File: src/rtl/step_ctrl_pkg.sv
// Shared definitions for the run/step controller and its UI decoder.
package step_ctrl_pkg;

  // FSM encodings, also decoded by the UI.
  typedef enum logic [2:0] {
    ST_IDLE  = 3'd0,
    ST_FREE  = 3'd1,
    ST_STEP  = 3'd2,
    ST_BURST = 3'd3,
    ST_BRK   = 3'd4
  } state_t;

  localparam int unsigned RUN_HALF_DEF  = 25000000;
  localparam int unsigned STEP_HALF_DEF = 4;
  localparam int unsigned PC_W_DEF      = 16;
  localparam int unsigned CNT_W_DEF     = 16;

endpackage

File: src/rtl/step_ctrl_edge_sync.sv
// Two-flop synchronizer followed by a one-clock rising-edge strobe.
module edge_sync (
  input  logic clock,
  input  logic reset,
  input  logic din,
  output logic rise_c
);

  logic sync1;
  logic sync2;
  logic sync3;

  // Synchronizer chain plus delayed copy for edge detection.
  always_ff @(posedge clock or negedge reset) begin
    if (!reset) begin
      sync1 <= 1'b0;
      sync2 <= 1'b0;
      sync3 <= 1'b0;
    end else begin
      sync1 <= din;
      sync2 <= sync1;
      sync3 <= sync2;
    end
  end

  assign rise_c = sync2 & ~sync3;

endmodule

File: src/rtl/step_ctrl.sv
// Run/step controller generating the glitch-free pipeline clock.
module step_ctrl
  import step_ctrl_pkg::*;
#(
  parameter int unsigned RUN_HALF  = RUN_HALF_DEF,
  parameter int unsigned STEP_HALF = STEP_HALF_DEF,
  parameter int unsigned PC_W      = PC_W_DEF,
  parameter int unsigned CNT_W     = CNT_W_DEF
) (
  input  logic             clock,
  input  logic             reset,
  input  logic             run_mode,
  input  logic             step_req,
  input  logic             burst_req,
  input  logic [7:0]       burst_len,
  input  logic             bp_en,
  input  logic [PC_W-1:0]  bp_addr,
  input  logic [PC_W-1:0]  pc,
  output logic             cpu_clock,
  output logic             cpu_rise,
  output logic             busy,
  output logic             halted,
  output logic [CNT_W-1:0] step_count,
  output logic [2:0]       state
);

  localparam int unsigned HALF_MAX = (RUN_HALF > STEP_HALF) ? RUN_HALF : STEP_HALF;
  localparam int unsigned HALF_W   = (HALF_MAX > 1) ? $clog2(HALF_MAX) : 1;
  localparam logic [HALF_W-1:0] RUN_LAST  = HALF_W'(RUN_HALF - 1);
  localparam logic [HALF_W-1:0] STEP_LAST = HALF_W'(STEP_HALF - 1);

  state_t             state_q, state_d;
  logic [HALF_W-1:0]  half_q, half_d;
  logic [7:0]         remain_q, remain_d;
  logic               cpu_clock_d, rise_d, busy_d, halted_d;
  logic [CNT_W-1:0]   count_d;
  logic               step_rise_c, burst_rise_c;
  logic [HALF_W-1:0]  half_last;
  logic               eoc, bp_hit, start;

  edge_sync u_step_sync (
    .clock  (clock),
    .reset  (reset),
    .din    (step_req),
    .rise_c (step_rise_c)
  );

  edge_sync u_burst_sync (
    .clock  (clock),
    .reset  (reset),
    .din    (burst_req),
    .rise_c (burst_rise_c)
  );

  // Half-period length depends on mode; end of cycle is the last low clock.
  assign half_last = (state_q == ST_FREE) ? RUN_LAST : STEP_LAST;
  assign eoc       = busy && !cpu_clock && (half_q == half_last);
  assign bp_hit    = bp_en && (pc == bp_addr);
  assign state     = state_q;

  // State and cycle-engine registers.
  always_ff @(posedge clock or negedge reset) begin
    if (!reset) begin
      state_q    <= ST_IDLE;
      half_q     <= '0;
      remain_q   <= '0;
      cpu_clock  <= 1'b0;
      cpu_rise   <= 1'b0;
      busy       <= 1'b0;
      halted     <= 1'b0;
      step_count <= '0;
    end else begin
      state_q    <= state_d;
      half_q     <= half_d;
      remain_q   <= remain_d;
      cpu_clock  <= cpu_clock_d;
      cpu_rise   <= rise_d;
      busy       <= busy_d;
      halted     <= halted_d;
      step_count <= count_d;
    end
  end

  // Next-state logic: phase counting, mode transitions and cycle starts.
  always_comb begin
    state_d     = state_q;
    half_d      = half_q;
    remain_d    = remain_q;
    cpu_clock_d = cpu_clock;
    rise_d      = 1'b0;
    busy_d      = busy;
    halted_d    = halted;
    count_d     = step_count;
    start       = 1'b0;

    if (busy) begin
      if (half_q == half_last) begin
        half_d      = '0;
        cpu_clock_d = 1'b0;
      end else begin
        half_d = half_q + HALF_W'(1);
      end
    end
    if (eoc) begin
      busy_d = 1'b0;
    end

    case (state_q)
      ST_IDLE: begin
        if (!run_mode) begin
          state_d = ST_FREE;
        end else if (step_rise_c) begin
          state_d = ST_STEP;
        end else if (burst_rise_c && (burst_len != 8'd0)) begin
          state_d  = ST_BURST;
          remain_d = burst_len;
        end
      end
      ST_FREE: begin
        if (!busy) begin
          start = 1'b1;
        end else if (eoc) begin
          if (bp_hit) begin
            state_d  = ST_BRK;
            halted_d = 1'b1;
          end else if (run_mode) begin
            state_d = ST_IDLE;
          end else begin
            start = 1'b1;
          end
        end
      end
      ST_STEP: begin
        if (!busy) begin
          start = 1'b1;
        end else if (eoc) begin
          state_d = ST_IDLE;
        end
      end
      ST_BURST: begin
        if (!busy) begin
          start = 1'b1;
        end else if (eoc) begin
          if (remain_q == 8'd1) begin
            state_d  = ST_IDLE;
            remain_d = '0;
          end else if (bp_hit) begin
            state_d  = ST_BRK;
            halted_d = 1'b1;
            remain_d = '0;
          end else begin
            remain_d = remain_q - 8'd1;
            start    = 1'b1;
          end
        end
      end
      ST_BRK: begin
        if (step_rise_c) begin
          state_d  = ST_STEP;
          halted_d = 1'b0;
        end else if (!bp_en) begin
          halted_d = 1'b0;
          state_d  = run_mode ? ST_IDLE : ST_FREE;
        end
      end
      default: begin
        state_d = ST_IDLE;
      end
    endcase

    if (start) begin
      cpu_clock_d = 1'b1;
      rise_d      = 1'b1;
      busy_d      = 1'b1;
      half_d      = '0;
      count_d     = step_count + CNT_W'(1);
    end
  end

endmodule
File: config.mk
export PLATFORM = sky130hd
export DESIGN_NAME = step_ctrl
export DESIGN_NICKNAME = d
export VERILOG_FILES = /design/src/rtl/step_ctrl_pkg.sv /design/src/rtl/step_ctrl_edge_sync.sv /design/src/rtl/step_ctrl.sv
export SDC_FILE = /design/constraint.sdc
export NUM_CORES = 1
export LEC_CHECK = 0
export CELL_PAD_IN_SITES_DETAIL_PLACEMENT = 2
export CELL_PAD_IN_SITES_GLOBAL_PLACEMENT = 2
export CORE_MARGIN = 10
export CORE_UTILIZATION = 42
export CTS_CLUSTER_DIAMETER = 120
export DETAILED_ROUTE_END_ITERATION = 8
export DONT_BUFFER_PORTS = 1
export GPL_ROUTABILITY_DRIVEN = 0
export GPL_TIMING_DRIVEN = 1
export PLACE_DENSITY = 0.85
export SLEW_MARGIN = 40
export SYNTH_ARGS = -nofsm -noshare
export SYNTH_HDL_FRONTEND = slang
export SYNTH_SLANG_ARGS = --single-unit
File: constraint.sdc
create_clock -name clock -period 4.5 [get_ports clock]
set_clock_uncertainty 0.2 [all_clocks]
set_input_delay 1.35 -clock clock [delete_from_list [all_inputs] [get_ports clock]]
set_output_delay 1.35 -clock clock [all_outputs]
set_load 0.1 [all_outputs]
; Yosys cells after proc, flatten, opt, wreduce, memory -nomap -nowiden
; Index checks and enable logic that the tools add are counted.
[totals]
ff_bits = 62
input_bits = 46
word_cells = 112
[op_classes]
add_sub_neg = 3
eq_ne = 21
mux = 54
bitwise = 4
reduce_logical = 16
[op_table]
columns = cell, n
row1 = two-way mux 25 bit, 4
row2 = two-way mux 8 bit, 7
row3 = two-way mux 3 bit, 15
row4 = adder 25 x 1 -> 25 bit (second input constant), 1
row5 = == test 25 bit, 1
row6 = two-way mux 1 bit, 24
row7 = inequality test 2 bit (second input constant), 10
row8 = adder 16 x 1 -> 16 bit (second input constant), 1
row9 = == test 16 bit, 1
row10 = case mux 8 bit (2 select lines), 1
row11 = case mux 3 bit (5 select lines), 1
row12 = AND reduction 10 bit, 1
row13 = inequality test 3 bit (second input constant), 3
row14 = == test 8 x 1 -> 1 bit (second input constant), 1
row15 = nonzero test 2 bit, 4
row16 = nonzero test 8 bit, 1
row17 = subtractor 8 x 1 -> 8 bit (second input constant), 1
row18 = AND reduction 7 bit, 1
row19 = == test 3 x 2 -> 1 bit (second input constant), 2
row20 = case mux 1 bit (3 select lines), 2
row21 = AND reduction 6 bit, 1
row22 = logical AND 1 bit, 4
row23 = inequality test 4 bit (second input constant), 1
row24 = == test 3 x 1 -> 1 bit (second input constant), 1
row25 = other kinds (7), 9

; Logic depth before layout (Yosys ltp)
[depth]
ltp_word = 9
depth_mapped = 10
mapped_depth_nobuf = 9

; Modules after synthesis
; Synthesis repeated with hierarchy kept, for this count alone.
[hier_totals]
hier_cells = 362
hier_area_um2 = 3515.9
[modules_own_cells]
columns = mod, n_inst, cells_per_inst, area_per_inst_um2
row1 = step_ctrl, 1, 354, 3338.2
row2 = edge_sync, 2, 4, 88.8

; Worst setup path after synthesis
; No wires, ideal clock.
[synth_timing]
path_type = input to register
start = input bp_addr[14]
end = register step_count[6]
t_arrival_ns = 3.075
t_required_ns = 4.141
setup_slack_ns = 1.066
stages = 8
n_path_buf = 1
cell_sequence = xnor2_1 -> nand2_1 -> or4b_2 -> o311ai_4 -> nand2_2 -> buf_4 -> nand3_1 -> xnor2_1
[synth_via]
elab_chain_cells = 7
elab_cells_between_ends = 10
[synth_lines]
columns = item, line
row1 = from (decl), step_ctrl.sv:17  ; input logic [PC_W-1:0] bp_addr,
row2 = == test 16 bit *, step_ctrl.sv:58  ; assign bp_hit = bp_en && (pc == bp_addr);
row3 = logical AND 1 bit *, step_ctrl.sv:58
row4 = two-way mux 1 bit, step_ctrl.sv:147  ; end else if (bp_hit) begin
row5 = two-way mux 1 bit, step_ctrl.sv:144  ; if (remain_q == 8'd1) begin
row6 = two-way mux 1 bit, step_ctrl.sv:143  ; end else if (eoc) begin
row7 = two-way mux 1 bit, step_ctrl.sv:141  ; if (!busy) begin
row8 = case mux 1 bit (3 select lines) *, step_ctrl.sv:108  ; case (state_q)
row9 = to (signal assigned), step_ctrl.sv:80  ; step_count <= count_d;
row10 = to (decl), step_ctrl.sv:23  ; output logic [CNT_W-1:0] step_count,
; Every way passes the cells marked *; elsewhere a longest branch is shown, timed or not.
; A chain may end at the register's enable or synchronous reset.

; Worst setup path after layout
[layout_timing]
start = input bp_addr[6]
end = register step_count[3]
; The elaborated chain is that of the path after synthesis.

==> run metrics <==
final setup TNS 0 ns; DIE HEIGHT between 100 and 150 um; Ys Warns 0; Lkg Pwr roughly 1.6 nW; Ant. Diodes 0; synth unique cells 64; initial antenna violation count 0; Vias/cell 5.90; Multi-input gate area 1920 um^2; Synth Instances about 370; crit-path most repeated cell xnor2_1; Crit Path Class primary input to register; Final setup viols 0; fmax approximately 290 MHz; Synth Area per Inst approximately 9.8 um^2; setup slack after layout 1.11 ns; GRT overflow 0; global-route wire length before repair 17700 um; Antenna Nets Post-Route 0; clock tree sinks a little over 60; total number of vias around 2900; CP required around 4.6 ns; count of hold-fix buffers inserted at cts 0; IO Count between 60 and 70; pre-CTS setup slack about 0.73 ns; clk buf depth 2; number of synthesized flops with an enable pin 0; Power Dens Cells approximately 280 nW/um^2; CP cell instances xnor2_1 > nand2_1 > or4b_2 > o311ai_4 > nand2_2 > nand3_1 > xnor2_1; H-tree levels 3; most frequent cells in the layout dfrtp_1 (44), xnor2_1 (33), nor2_1 (30); die area ~13000 um^2; area grow syn2layout 8.77%; Worst-path clk slew about 0.070 ns; CP bufs+invs 0; FF/Latch Area 1570 um^2; DRT Pass-1 Iters 4; post-CTS setup buffers 0; Die X roughly 110 um; Peak VDD IR 0.000141 V; CP top delay family simple AND/OR/NAND/NOR gates; maxcap violations 0; HPWL after DPL around 7600 um; most common cell after layout, fill and taps aside dfrtp_1; CTS tree yes; FF+latch count, synth between 60 and 70; PortBufs 0; FILL cells approximately 920; Core Rows 33; Slowest-stage cell, CP or4b_2; fin crit share 75.4%; CP Launch Type primary input; Tmin final approximately 3.4 ns; DP Cell Count 470; sequential area share after synthesis 43.0%; Global Route Usage Sum about 17%; leading register cell type out of synthesis dfrtp_1; Clk Latency, worst-skew pair 0.34 ns; worst hold path class register to register; Net Count, Synth roughly 420; vias in the first global route around 3300; Slowest Stage Delay on Critical Path 0.69 ns; Power Total about 1.1 mW; core area 8300 um^2; total CTS buffers 9; largest net degree at the start of global routing 63; Starting Density between 40% and 50%; worst hold slack between 0.15 and 0.2 ns; RSZ-0062 raised after global routing false; Setup crit end kind register; final hold violation count 0; CTS Root Cell clkbuf_8; crit path max fanout 18; Final Non-Filler Cells between 400 and 500; share of cells above drive strength 1 18.9%; Total Wirelength 10400 um; share of flip-flops with an asynchronous set or reset 100%; DRC 0; final slew viol count 0; Post-Synthesis Cell Area roughly 3600 um^2; Iter 0 DRT Violations 130; Worst slew margin between 40% and 50%; Worst Tran Pin Value 0.787 ns; WL per Instance about 21 um; status complete, no violations; nets 426; crit path DAT 3.45 ns; CTS-repair resized insts 0
## Yosys cell counts (all sizes together), types with 8 or more instances
library cell,count,area share (%)
dfrtp,62,43
o21ai,18,2.7
nand4,13,2.3
nand3,21,2.9
xnor2,33,8.0
nand2,29,3.1
nor4,13,2.4
a21oi,10,1.7
nor2,37,4.3
nor3,15,2.1
buf,9,2.6
or3,8,1.4
xor2,15,3.6
## worst register-to-register path: cells and delay by family (launching register included)
family          cells  cell delay [ns]
simple gates        4             1.62
compound gates      1             0.66
flops               1             0.42
## layout make-up
| cell class | instances | area share (%) |
|---|---|---|
| Clock inverter | 7 | 1.85 |
| Clock buffer | 9 | 3.15 |
| Tap cell | 105 | 3.35 |
| Sequential cell | 62 | 40.1 |
| Timing Repair Buffer | 10 | 1.91 |
| Multi-Input combinational cell | 286 | 49.0 |
| Inverter | 7 | 0.669 |
## through the flow
step	util (%)	instance area (um^2)
floorplan	-	3610
global placement	44.7	3710
detailed placement	44.9	3730
CTS	47.3	3920
global route	47.3	3930
finish	47.3	3930
## power breakdown
group          total, mW  switching [mW]  internal, mW  leakage [nW]
Combinational     0.0313          0.0169        0.0143         0.694
Sequential         0.561         0.00124         0.559         0.762
Clock              0.492           0.236         0.256        0.0956
Total               1.08           0.254         0.830          1.55
## flip-flops by register name (all words and copies together) (netlist names), 3 cells and up
name	flops
half_q	25
step_count	16
remain_q	8
state	3
## cell families (layout without fill, tap and decap cells)
| logic type | Yosys count | count (layout) | synth area share, % |
|---|---|---|---|
| AND/OR/NAND/NOR | 171 | 171 | 26.0 |
| flip-flops | 62 | 62 | 43.0 |
| AO/OA/AOI/OAI | 57 | 57 | 12.5 |
| XOR/XNOR | 48 | 48 | 11.6 |
| buffers and inverters | 20 | 33 | 3.74 |
| multiplexers | 6 | 6 | 1.73 |
| adder cells (fa/ha/maj) | 4 | 4 | 1.39 |
## path summary, 6_finish.rpt
path	cells past startpoint	endpoint	slack [ns]	from
max	7	step_count[3]	1.11	bp_addr[6]
min in group asynchronous	0	state[0]	0.50	reset
min reg2reg	0	u_burst_sync.sync2	0.16	u_burst_sync.sync1
max in group asynchronous	0	halted	3.45	reset
max reg2reg	5	half_q[11]	1.45	half_q[10]
min	0	u_burst_sync.sync2	0.16	u_burst_sync.sync1
## per-layer routing
metal	GRT usage [%]	up-vias	routed length, um
li1	-	1340	-
met1	18.8	1465	4190
met2	30.7	51	5620
met3	4.86	12	520
met4	3.47	0	102
met5	0	-	0
Power figures use the tool's default switching activity.
